<file path="config.mk">
export PLATFORM = sky130hd
export DESIGN_NAME = fetch_unit_flat
export DESIGN_NICKNAME = d
export VERILOG_FILES = /design/src/rtl/fetch_if.sv /design/src/rtl/fetch_unit.sv /design/src/flat_wrapper.sv
export SDC_FILE = /design/constraint.sdc
export NUM_CORES = 1
export LEC_CHECK = 0
export CELL_PAD_IN_SITES_DETAIL_PLACEMENT = 2
export CELL_PAD_IN_SITES_GLOBAL_PLACEMENT = 2
export CORE_MARGIN = 2
export CORE_UTILIZATION = 27
export DETAILED_ROUTE_END_ITERATION = 7
export PLACE_DENSITY = 0.83
export RECOVER_POWER = 25
export SLEW_MARGIN = 30
export SYNTH_ARGS = -nofsm -noshare
export SYNTH_HDL_FRONTEND = slang
export SYNTH_SLANG_ARGS = --single-unit
</file>
<file path="constraint.sdc">
create_clock -name clk -period 1.91 [get_ports clk]
set_clock_uncertainty 0.2 [all_clocks]
set_input_delay 0.382 -clock clk [delete_from_list [all_inputs] [get_ports clk]]
set_output_delay 0.382 -clock clk [all_outputs]
set_load 0.01 [all_outputs]
</file>
<file path="src/rtl/fetch_if.sv">
// Fetch-unit bus: PC handshake, memory read port and decode handshake.
// master = fetch unit, slave = PC/memory/decode side.
interface fetch_if #(
  parameter int DATA_W = 16,
  parameter int ADDR_W = 12
);
  logic [15:0]       pc_addr;
  logic              pc_inc;
  logic              mem_req;
  logic [ADDR_W-1:0] mem_addr;
  logic              mem_ready;
  logic [DATA_W-1:0] mem_rdata;
  logic [DATA_W-1:0] ir;
  logic [DATA_W-1:0] imm;
  logic              ir_long;
  logic              ir_valid;
  logic              ir_ack;
  logic              flush;
  logic              busy;

  modport master (
    input  pc_addr, mem_ready, mem_rdata, ir_ack, flush,
    output pc_inc, mem_req, mem_addr, ir, imm, ir_long, ir_valid, busy
  );

  modport slave (
    output pc_addr, mem_ready, mem_rdata, ir_ack, flush,
    input  pc_inc, mem_req, mem_addr, ir, imm, ir_long, ir_valid, busy
  );
endinterface

</file>
<file path="src/rtl/fetch_unit.sv">
// Instruction fetch sequencer: reads one or two words at the PC, pulses pc_inc
// per captured word and presents the instruction to decode under valid/ack.
//
// state | meaning
// REQ1  | issue read of the first (instruction) word
// WAIT1 | waiting for the first word
// REQ2  | gap cycle while the PC advances, then read the immediate word
// WAIT2 | waiting for the immediate word
// HOLD  | instruction valid, waiting for decode ack
// DRAIN | flushed while a read was outstanding; swallow its completion
module fetch_unit #(
  parameter int DATA_W   = 16,
  parameter int ADDR_W   = 12,
  parameter int LONG_BIT = 15
) (
  input logic    clk,
  input logic    reset,
  fetch_if.master bus
);
  typedef enum logic [2:0] {REQ1, WAIT1, REQ2, WAIT2, HOLD, DRAIN} state_t;

  state_t            state, state_nxt;
  logic              mem_req_q, mem_req_nxt;
  logic [ADDR_W-1:0] mem_addr_q, mem_addr_nxt;
  logic              pc_inc_q, pc_inc_nxt;
  logic [DATA_W-1:0] ir_q, ir_nxt;
  logic [DATA_W-1:0] imm_q, imm_nxt;
  logic              long_q, long_nxt;
  logic              valid_q, valid_nxt;

  always_ff @(posedge clk or posedge reset) begin
    if (reset) begin
      state      <= REQ1;
      mem_req_q  <= 1'b0;
      mem_addr_q <= '0;
      pc_inc_q   <= 1'b0;
      ir_q       <= '0;
      imm_q      <= '0;
      long_q     <= 1'b0;
      valid_q    <= 1'b0;
    end else begin
      state      <= state_nxt;
      mem_req_q  <= mem_req_nxt;
      mem_addr_q <= mem_addr_nxt;
      pc_inc_q   <= pc_inc_nxt;
      ir_q       <= ir_nxt;
      imm_q      <= imm_nxt;
      long_q     <= long_nxt;
      valid_q    <= valid_nxt;
    end
  end

  always_comb begin
    state_nxt    = state;
    mem_req_nxt  = mem_req_q;
    mem_addr_nxt = mem_addr_q;
    pc_inc_nxt   = 1'b0;
    ir_nxt       = ir_q;
    imm_nxt      = imm_q;
    long_nxt     = long_q;
    valid_nxt    = valid_q;
    case (state)
      REQ1: begin
        if (bus.flush) begin
          valid_nxt = 1'b0;
          long_nxt  = 1'b0;
        end else begin
          mem_req_nxt  = 1'b1;
          mem_addr_nxt = bus.pc_addr[ADDR_W-1:0];
          state_nxt    = WAIT1;
        end
      end
      WAIT1, WAIT2: begin
        if (bus.flush) begin
          valid_nxt = 1'b0;
          long_nxt  = 1'b0;
          if (bus.mem_ready) begin
            mem_req_nxt = 1'b0;
            state_nxt   = REQ1;
          end else begin
            state_nxt = DRAIN;
          end
        end else if (bus.mem_ready) begin
          mem_req_nxt = 1'b0;
          pc_inc_nxt  = 1'b1;
          if (state == WAIT1) begin
            ir_nxt = bus.mem_rdata;
            if (bus.mem_rdata[LONG_BIT]) begin
              long_nxt  = 1'b1;
              state_nxt = REQ2;
            end else begin
              imm_nxt   = '0;
              long_nxt  = 1'b0;
              valid_nxt = 1'b1;
              state_nxt = HOLD;
            end
          end else begin
            imm_nxt   = bus.mem_rdata;
            valid_nxt = 1'b1;
            state_nxt = HOLD;
          end
        end
      end
      REQ2: begin
        if (bus.flush) begin
          valid_nxt = 1'b0;
          long_nxt  = 1'b0;
          state_nxt = REQ1;
        end else begin
          mem_req_nxt  = 1'b1;
          mem_addr_nxt = bus.pc_addr[ADDR_W-1:0];
          state_nxt    = WAIT2;
        end
      end
      HOLD: begin
        if (bus.flush) begin
          valid_nxt = 1'b0;
          long_nxt  = 1'b0;
          state_nxt = REQ1;
        end else if (bus.ir_ack) begin
          valid_nxt = 1'b0;
          state_nxt = REQ1;
        end
      end
      DRAIN: begin
        // completion of the abandoned read is dropped without a pc_inc
        if (bus.mem_ready) begin
          mem_req_nxt = 1'b0;
          state_nxt   = REQ1;
        end
      end
      default: state_nxt = REQ1;
    endcase
  end

  assign bus.mem_req  = mem_req_q;
  assign bus.mem_addr = mem_addr_q;
  assign bus.pc_inc   = pc_inc_q;
  assign bus.ir       = ir_q;
  assign bus.imm      = imm_q;
  assign bus.ir_long  = long_q;
  assign bus.ir_valid = valid_q;
  assign bus.busy     = (state != HOLD);
endmodule

</file>
<file path="src/flat_wrapper.sv">
// flat-port wrapper written by rule: the top's interface ports become plain ports
module fetch_unit_flat 
#(
  parameter int DATA_W   = 16,
  parameter int ADDR_W   = 12,
  parameter int LONG_BIT = 15
)
  (clk, reset, bus_pc_addr, bus_mem_ready, bus_mem_rdata, bus_ir_ack, bus_flush, bus_pc_inc, bus_mem_req, bus_mem_addr, bus_ir, bus_imm, bus_ir_long, bus_ir_valid, bus_busy);
  fetch_if #(.DATA_W(DATA_W), .ADDR_W(ADDR_W)) bus_i ();
  input logic clk;
  input logic reset;
  input wire logic [$bits(bus_i.pc_addr)-1:0] bus_pc_addr;
  input wire logic [$bits(bus_i.mem_ready)-1:0] bus_mem_ready;
  input wire logic [$bits(bus_i.mem_rdata)-1:0] bus_mem_rdata;
  input wire logic [$bits(bus_i.ir_ack)-1:0] bus_ir_ack;
  input wire logic [$bits(bus_i.flush)-1:0] bus_flush;
  output wire logic [$bits(bus_i.pc_inc)-1:0] bus_pc_inc;
  output wire logic [$bits(bus_i.mem_req)-1:0] bus_mem_req;
  output wire logic [$bits(bus_i.mem_addr)-1:0] bus_mem_addr;
  output wire logic [$bits(bus_i.ir)-1:0] bus_ir;
  output wire logic [$bits(bus_i.imm)-1:0] bus_imm;
  output wire logic [$bits(bus_i.ir_long)-1:0] bus_ir_long;
  output wire logic [$bits(bus_i.ir_valid)-1:0] bus_ir_valid;
  output wire logic [$bits(bus_i.busy)-1:0] bus_busy;
  assign bus_i.pc_addr = bus_pc_addr;
  assign bus_i.mem_ready = bus_mem_ready;
  assign bus_i.mem_rdata = bus_mem_rdata;
  assign bus_i.ir_ack = bus_ir_ack;
  assign bus_i.flush = bus_flush;
  assign bus_pc_inc = bus_i.pc_inc;
  assign bus_mem_req = bus_i.mem_req;
  assign bus_mem_addr = bus_i.mem_addr;
  assign bus_ir = bus_i.ir;
  assign bus_imm = bus_i.imm;
  assign bus_ir_long = bus_i.ir_long;
  assign bus_ir_valid = bus_i.ir_valid;
  assign bus_busy = bus_i.busy;
  fetch_unit #(.DATA_W(DATA_W), .ADDR_W(ADDR_W), .LONG_BIT(LONG_BIT)) u_core (.clk(clk), .reset(reset), .bus(bus_i));
endmodule
</file>
* After elaboration in Yosys (flattened, before gate mapping)
Cells that the tools add are included.
** Word-level totals
- Register bits after elaboration :: 51
- Latch bits :: 0
- RAM bits :: 0
- Memory bits (read-only) :: 0
- Bits of input ports :: 37
- Logic and storage cells :: 73
- Memories kept :: 0
** Operators by class
- Add/sub/neg operators :: 0
- $mul :: 0
- Div/mod/pow operators :: 0
- Order comparisons :: 0
- Equal/unequal tests :: 17
- Shift-type cells :: 0
- Muxes and demuxes :: 32
- Bitwise operators :: 1
- Reduce and logical (&&, ||, !) cells :: 15
** Operators by type and width (count)
- 2-to-1 mux 16 bit :: 2
- 2-to-1 mux 3 bit :: 9
- 2-to-1 mux 1 bit :: 16
- AND reduction 4 bit :: 4
- one-hot mux 3 bit (5 select lines) :: 1
- inequality test 3 bit, second input constant :: 3
- inequality test 2 bit, second input constant :: 4
- == test 3 x 2 -> 1 bit, second input constant :: 2
- == test 3 bit, second input constant :: 2
- inequality test 2 x 1 -> 1 bit, second input constant :: 3
- OR reduction 3 bit :: 2
- AND reduction 5 bit :: 1
- inequality test 4 bit, second input constant :: 1
- one-hot mux 1 bit (2 select lines) :: 2
- nonzero test 2 bit :: 2
- OR reduction 2 bit :: 2
- == test 3 x 1 -> 1 bit, second input constant :: 1
- logical NOT 3 bit :: 1
- inequality test 3 x 2 -> 1 bit, second input constant :: 1
- one-hot mux 1 bit (3 select lines) :: 1
- AND reduction 3 bit :: 1
- nonzero test 3 bit :: 1
- 2-to-1 mux 2 bit :: 1
- AND reduction 2 bit :: 1
- inverter 1 bit :: 1

* Longest topological paths before layout
Gate-level depths: netlist (run 1).
- Word-level depth :: 5
- Mapped depth :: 7

* Least setup slack after synthesis (run 1)
Ideal clock, no wire load.
- Kind :: input to register
- Start point :: input bus_flush
- End point :: register u_core.ir_q[0] (netlist: u_core.bus.ir[0])
- Arrival time :: 1.426 ns
- Data required time :: 1.585 ns
- Path slack :: 0.159 ns
- Cell stages on the path :: 5
- Buffers on the path :: 2
- Cells stage by stage :: buf_4 nand4bb_4 nor2_8 buf_6 mux2_2
** Between the ends
- Longest elaborated chain between the ends :: 2
** RTL lines
- from (decl) :: RTL line flat_wrapper.sv:16 : input wire logic [$bits(bus_i.flush)-1:0] bus_flush;
- inverter 1 bit (no line)
- AND reduction 4 bit (no line)
- to (signal assigned) :: RTL line fetch_unit.sv:46 : ir_q <= ir_nxt;
- to (decl) :: RTL line fetch_unit.sv:26 : logic [DATA_W-1:0] ir_q, ir_nxt;
Every way passes these cells.
A chain may end at the register's enable or synchronous reset.

* Final worst setup path (run 1)
- Start point :: register u_core.state[2]
- End point :: register u_core.ir_q[11] (netlist: u_core.bus.ir[11])
** Between the ends
- Longest elaborated chain between the ends :: 3
- Elaborated cells on any way between the ends :: 4
- Classes of those cells :: eq/ne (2); reduce/logical (2)
** RTL lines
- from (decl) :: RTL line fetch_unit.sv:22 : state_t state, state_nxt;
- from (signal assigned) :: RTL line fetch_unit.sv:42 : state <= state_nxt;
- == test 3 x 2 -> 1 bit / == test 3 x 1 -> 1 bit (equally long branches) :: RTL line fetch_unit.sv:62, fetch_unit.sv:86
- OR reduction 2 bit :: RTL line fetch_unit.sv:62 : case (state)
- AND reduction 4 bit (no line) *
Mark *: on every way between the ends. The rest lies on a longest branch, timed or not.

==> results of run 1 <==
==> metal layers <==
metal | track usage (%) | up-vias
met5 | 0 | -
met4 | 3.79 | 0
met3 | 4.60 | 7
met2 | 24.0 | 60
met1 | 17.9 | 774
li1 | - | 693
==> state kept, by name, summed over array words and instances (netlist names) <==
signal and count:
u_core.bus.pc_inc 1, u_core.bus.imm 16, u_core.bus.ir_long 1, u_core.bus.ir 16, u_core.bus.ir_valid 1, u_core.bus.mem_req 1
u_core.bus.mem_addr 12, u_core.state 3
==> kinds of logic after synthesis <==
kind of cell | synth area share (%)
buf+inv | 4.34
mux | 15.7
simple gates | 8.14
compound gates | 10.4
flops | 61.5
==> cell usage after synthesis <==
cell type / count
a21oi_1: 3
a22o_1: 15
a31o_2: 1
and2_4: 1
buf_2: 4
buf_4: 1
buf_6: 4
dfrtp_1: 51
inv_1: 3
inv_4: 1
mux2_1: 1
mux2_2: 27
mux2i_1: 1
nand2_1: 5
nand2b_1: 5
nand3b_1: 1
nand4bb_4: 1
nor2_1: 2
nor2_8: 1
nor2b_1: 3
nor3_1: 2
nor3_2: 1
o2111ai_1: 1
o22a_1: 1
o22ai_1: 1
o2bb2ai_1: 2
o311ai_1: 1
o32a_1: 1
or3b_2: 1
==> what timing repair did <==
action                     CTS  global route
resized for setup            5             0
hold buffers                 0             0
setup endpoints to repair    1             0
==> per-stage QoR <==
stage	setup WS, ps	setup TNS [ps]
2_1_floorplan	98.5	0
3_3_place_gp	-181	-6420
3_5_place_dp	-224	-6730
4_1_cts	38.8	0
5_1_grt	12.4	0
6_report	80.6	0
==> cell type report <==
class                           instances  area [um2]
Fill cell                             738        4150
Sequential cell                        51        1280
Timing Repair Buffer                   95         948
Multi-Input combinational cell         78         712
Tap cell                               99         124
Clock buffer                            6        72.6
Clock inverter                          1        30.0
Inverter                                4        17.5
==> where the power goes <==
group	internal [mW]	total [mW]	switching (mW)	leakage (nW)
Combinational	1.14	1.80	0.667	0.640
Sequential	1.48	1.70	0.219	0.642
Clock	0.385	0.730	0.345	0.0513
Total	3.00	4.23	1.23	1.33
==> worst max-delay path by stage <==
| stage | from | to | slack, ps | cells after the start |
|---|---|---|---|---|
| after global routing | u_core.state[2] | u_core.bus.ir[11] | 10 | 5 |
| after detailed placement | bus_mem_ready | u_core.bus.ir[11] | -220 | 5 |
| after floorplan | reset | u_core.bus.imm[0] | 100 | 1 |
| final | u_core.state[2] | u_core.bus.ir[11] | 80 | 5 |
| after CTS | u_core.state[2] | u_core.bus.ir[11] | 40 | 5 |
| after global placement | bus_flush | u_core.bus.ir[4] | -180 | 5 |
==> flow_summary.json, run 1 <==
{
  "io-pin-count": 86,
  "gp_congestion": 0.714,
  "htree_num_levels": 2,
  "slew_viol_final": 0,
  "layout_common_cells": "79 x clkdlybuf4s50_1, 51 x dfrtp_1, 27 x mux2_2",
  "antenna_found_initial": 0,
  "yosys_warnings": 0,
  "topRoutingLayerUsed": "met4",
  "grt_pass1_vias": 1736,
  "clk_pin_slew_ps": 90,
  "grt_max_degree": 52,
  "final_common_cell": "clkdlybuf4s50_1",
  "worst_hold_path_type": "reg -> reg",
  "postSynthAreaPerCell_um2": 14.6,
  "die_x_um": 91.7,
  "outcome": "finished, final reports clean",
  "synth_fp_nets": 179,
  "fmax_mhz": 547,
  "timing.hold.ws_ps": 302,
  "power.density_mw_per_mm2": 1330,
  "cp_cell_sequence": "buf_4, nand4bb_4, nor2_8, buf_12, mux2_2",
  "core_mm2": 0.00733,
  "cp_slowest_stage_delay_ps": 380,
  "period_share_pct": 95.8,
  "final_util_pct": 43.4,
  "die_h_um": 91.7,
  "grt-ovfl-total": 0,
  "maxCapViolations": 0,
  "min_from": "u_core.bus.imm[15]",
  "clk_latency_ps": 290,
  "worst_setup_path_start_kind": "flop",
  "initial_core_util_pct": 28.3,
  "hold-path-endpoint": "u_core.bus.imm[15]",
  "crit_path_top_delay_cell": "dfrtp_1",
  "fin_area_mm2": 0.00318,
  "detailedRoute.firstIterationViolations": 56,
  "hold_violations": 0,
  "synth_cell_types": 29,
  "r2r_end": "u_core.bus.ir[11]",
  "yosysSeqAreaShare_pct": 61.5,
  "cp-end-kind": "flop",
  "grt_setup_unrepaired": "no",
  "leakagePower_nw": 1.33,
  "routed_via_density": 4.59,
  "final_cells": 334,
  "synth_seq_cells": 51,
  "min_path_cells": 1,
  "finalSetupViolations": 0,
  "synth_area_leaders": "dfrtp_1 61%, mux2_2 15%, a22o_1 6.3%, buf_6 2.2%, nand2b_1 1.5%",
  "synth_cells": 142,
  "numCtsBuffers": 5,
  "cts_buffer_depth": 2,
  "dp_hpwl_um": 4080,
  "min_period_ps": 1830,
  "netlist.area_leader.share_pct": 61.5,
  "wire_per_inst_um": 17.0,
  "nets": 272,
  "timing.critical_path.arrival_ps": 1820,
  "place_inst": 327,
  "clockRootBuffer": "clkbuf_8",
  "cp.required_ps": 1900,
  "path_delay_family": "simple AND/OR/NAND/NOR gates",
  "crit_type": "reg -> reg",
  "die-area_mm2": 0.00841,
  "grt_first_pass_wirelength_um": 9470,
  "drt-met1-wl_um": 2330,
  "cp.buffers_inverters": 2,
  "grt_use_total_pct": 14.3,
  "netlist_area_mm2": 0.00208,
  "drt-total-wl_um": 5670,
  "max-vdd-ir-drop_mv": 0.410,
  "r2r-start": "u_core.state[2]",
  "via_count": 1534,
  "port_buffers": 81,
  "critPathMaxFanout": 11,
  "final_antenna_net_count": 0,
  "diodes": 0,
  "postCtsSetupBuffers": 0,
  "slew_headroom_pct": 52.3,
  "num_rows": 31,
  "area_delta_synth_final_pct": 53.2,
  "drive_gt1_share_pct": 23.4,
  "clock_sinks": 51,
  "synth_area_leader_cell": "dfrtp_1",
  "r2r_slack_ps": 80,
  "max_slew.worst_pin.slew_ps": 716,
  "dr_wl_met3_um": 449,
  "dr.pass1.iters": 4,
  "cts_tree": "yes",
  "placed_area_mm2": 0.00309,
  "wl_met2_um": 2830,
  "drc": 0,
  "r2r_cells": 5,
  "power.total_mw": 4.23
}
(Power assumes the default switching activity.)
==> run 2, diff against run 1 <==
Settings changed: SETUP_SLACK_MARGIN from default to 0.02.
==> run 2 against run 1 <==
  * Clock-buffer cell count unchanged
  * Clock power barely moved
  * Design area unchanged
  * Sequential share of layout area did not move
  * Combinational power is essentially flat
  * Sequential cell count unchanged
  * Global-route usage stayed put
  * Via count is the same
  * Critical path type is now reg -> out
==> flow_summary.json, run 2 (synthesized netlist as in run 1, its figures left out) <==
{
  "hold-path-endpoint": "u_core.bus.imm[15]",
  "cts_tree": "yes",
  "htree_num_levels": 2,
  "outcome": "finished, final reports clean",
  "hold_violations": 0,
  "swShare_pct": 29.1,
  "crit_type": "reg -> out",
  "worst_slack_ps": 84.9,
  "regArea_mm2": 0.00128,
  "combPwrFrac_pct": 42.6,
  "cp_cell_sequence": "or3b_4, buf_2",
  "grt_first_pass_wirelength_um": 9470,
  "port_buffers": 81,
  "place_inst": 327,
  "grt-ovfl-total": 0,
  "dr.pass1.iters": 4,
  "max_slew.worst_pin.slew_ps": 716,
  "dp_hpwl_um": 4080,
  "clockRootBuffer": "clkbuf_8",
  "drc": 0,
  "gp_congestion": 0.714,
  "final_common_cell": "clkdlybuf4s50_1",
  "grt_pass1_vias": 1736,
  "clk_latency_ps": 290,
  "clock_power_share_pct": 17.2,
  "finalSetupViolations": 0,
  "worst_hold_path_type": "reg -> reg",
  "nets": 272,
  "core_mm2": 0.00733,
  "timing.critical_path.arrival_ps": 1240,
  "grt_setup_unrepaired": "no",
  "die-area_mm2": 0.00841,
  "worst_setup_path_start_kind": "flop",
  "cp_slowest_stage_delay_ps": 410,
  "drive_gt1_share_pct": 23.4,
  "r2r_slack_ps": 110,
  "min_path_cells": 1,
  "diodes": 0,
  "r2r-start": "u_core.state[2]",
  "r2r_cells": 5,
  "period_share_pct": 95.6,
  "critPathMaxFanout": 2,
  "min_period_ps": 1830,
  "slew_viol_final": 0,
  "placed_area_mm2": 0.00309,
  "numCtsBuffers": 5,
  "cp.required_ps": 1330,
  "seqPwrFrac_pct": 40.2,
  "io-pin-count": 86,
  "die_h_um": 91.7,
  "cp-end-kind": "output pin",
  "postCtsSetupBuffers": 0,
  "clock_sinks": 51,
  "num_rows": 31,
  "fin_area_mm2": 0.00318,
  "fillers": 738,
  "final_cells": 334,
  "crit_path_top_delay_cell": "or3b_4",
  "initial_core_util_pct": 28.3,
  "pre_cts_ws_ps": -224,
  "area_delta_synth_final_pct": 53.2,
  "slew_headroom_pct": 52.3,
  "routed_via_density": 4.59,
  "cts_buffer_depth": 2,
  "leakagePower_nw": 1.33,
  "via_count": 1534,
  "wire_per_inst_um": 17.0,
  "max-vdd-ir-drop_mv": 0.410,
  "p_int_mw": 3.00,
  "clk_pin_slew_ps": 90,
  "r2r_end": "u_core.bus.ir[11]",
  "final_antenna_net_count": 0,
  "grt_use_total_pct": 14.3,
  "switchingPower_mw": 1.23,
  "multi_input_area_um2": 712,
  "maxCapViolations": 0,
  "detailedRoute.firstIterationViolations": 54,
  "fmax_mhz": 548,
  "min_from": "u_core.bus.imm[15]",
  "grt_max_degree": 52,
  "antenna_found_initial": 0,
  "power.density_mw_per_mm2": 1330,
  "layout_common_cells": "79 x clkdlybuf4s50_1, 51 x dfrtp_1, 27 x mux2_2",
  "drt-total-wl_um": 5660,
  "die_x_um": 91.7
}
## run 2: power groups by stage
stage / sequential, mW / clock (mW) / combinational [mW]
2_1_floorplan: 1.89 / 0 / 0.569
3_3_place_gp: 1.69 / 0 / 1.79
3_5_place_dp: 1.73 / 0 / 1.84
4_1_cts: 1.71 / 0.761 / 1.85
5_1_grt: 1.77 / 0.799 / 1.95
6_report: 1.70 / 0.729 / 1.80
## run 2: timing repair
action	CTS	global route
endpoints found under the setup margin	1	1
hold buffers	0	0
pin swaps	0	1
resized for setup	5	0
## run 2: area by class of cell
type | count | area share, %
Inverter | 4 | 0.551
Clock inverter | 1 | 0.944
Timing Repair Buffer | 95 | 29.8
Multi-Input combinational cell | 78 | 22.4
Tap cell | 99 | 3.89
Sequential cell | 51 | 40.1
Clock buffer | 6 | 2.28
## run 2: per-layer routing
metal | global-route usage, % | vias up | wire length [um]
li1 | - | 693 | -
met1 | 17.9 | 772 | 2310
met2 | 24.0 | 62 | 2840
met3 | 4.60 | 7 | 453
met4 | 3.79 | 0 | 61
met5 | 0 | - | 0
## run 2: through the flow
stage                     setup TNS (ps)  power, mW  hold slack [ps]  utilization [%]
after floorplan                        0       2.46              306                -
after global placement             -6420       3.48              266             42.2
after detailed placement           -6730       3.56              281             42.2
after CTS                              0       4.32              254             43.6
after global routing                   0       4.52              326             43.4
final                                  0       4.23              302             43.4
## run 2: how the worst max path moves through the flow
stage,cells past startpoint,to,startpoint,slack [ps]
after floorplan,1,u_core.bus.imm[0],reset,100
after global placement,5,u_core.bus.ir[4],bus_flush,-180
after detailed placement,5,u_core.bus.ir[11],bus_mem_ready,-220
after CTS,5,u_core.bus.ir[11],u_core.state[2],40
after global routing,1,bus_ir[15],u_core.bus.ir[15],30
final,2,bus_busy,u_core.state[0],80
## run 2: critical path: cells and delay by family (launching register included)
family	cells	cell delay, ps
flops	1	390
simple gates	1	410
buf+inv	1	150
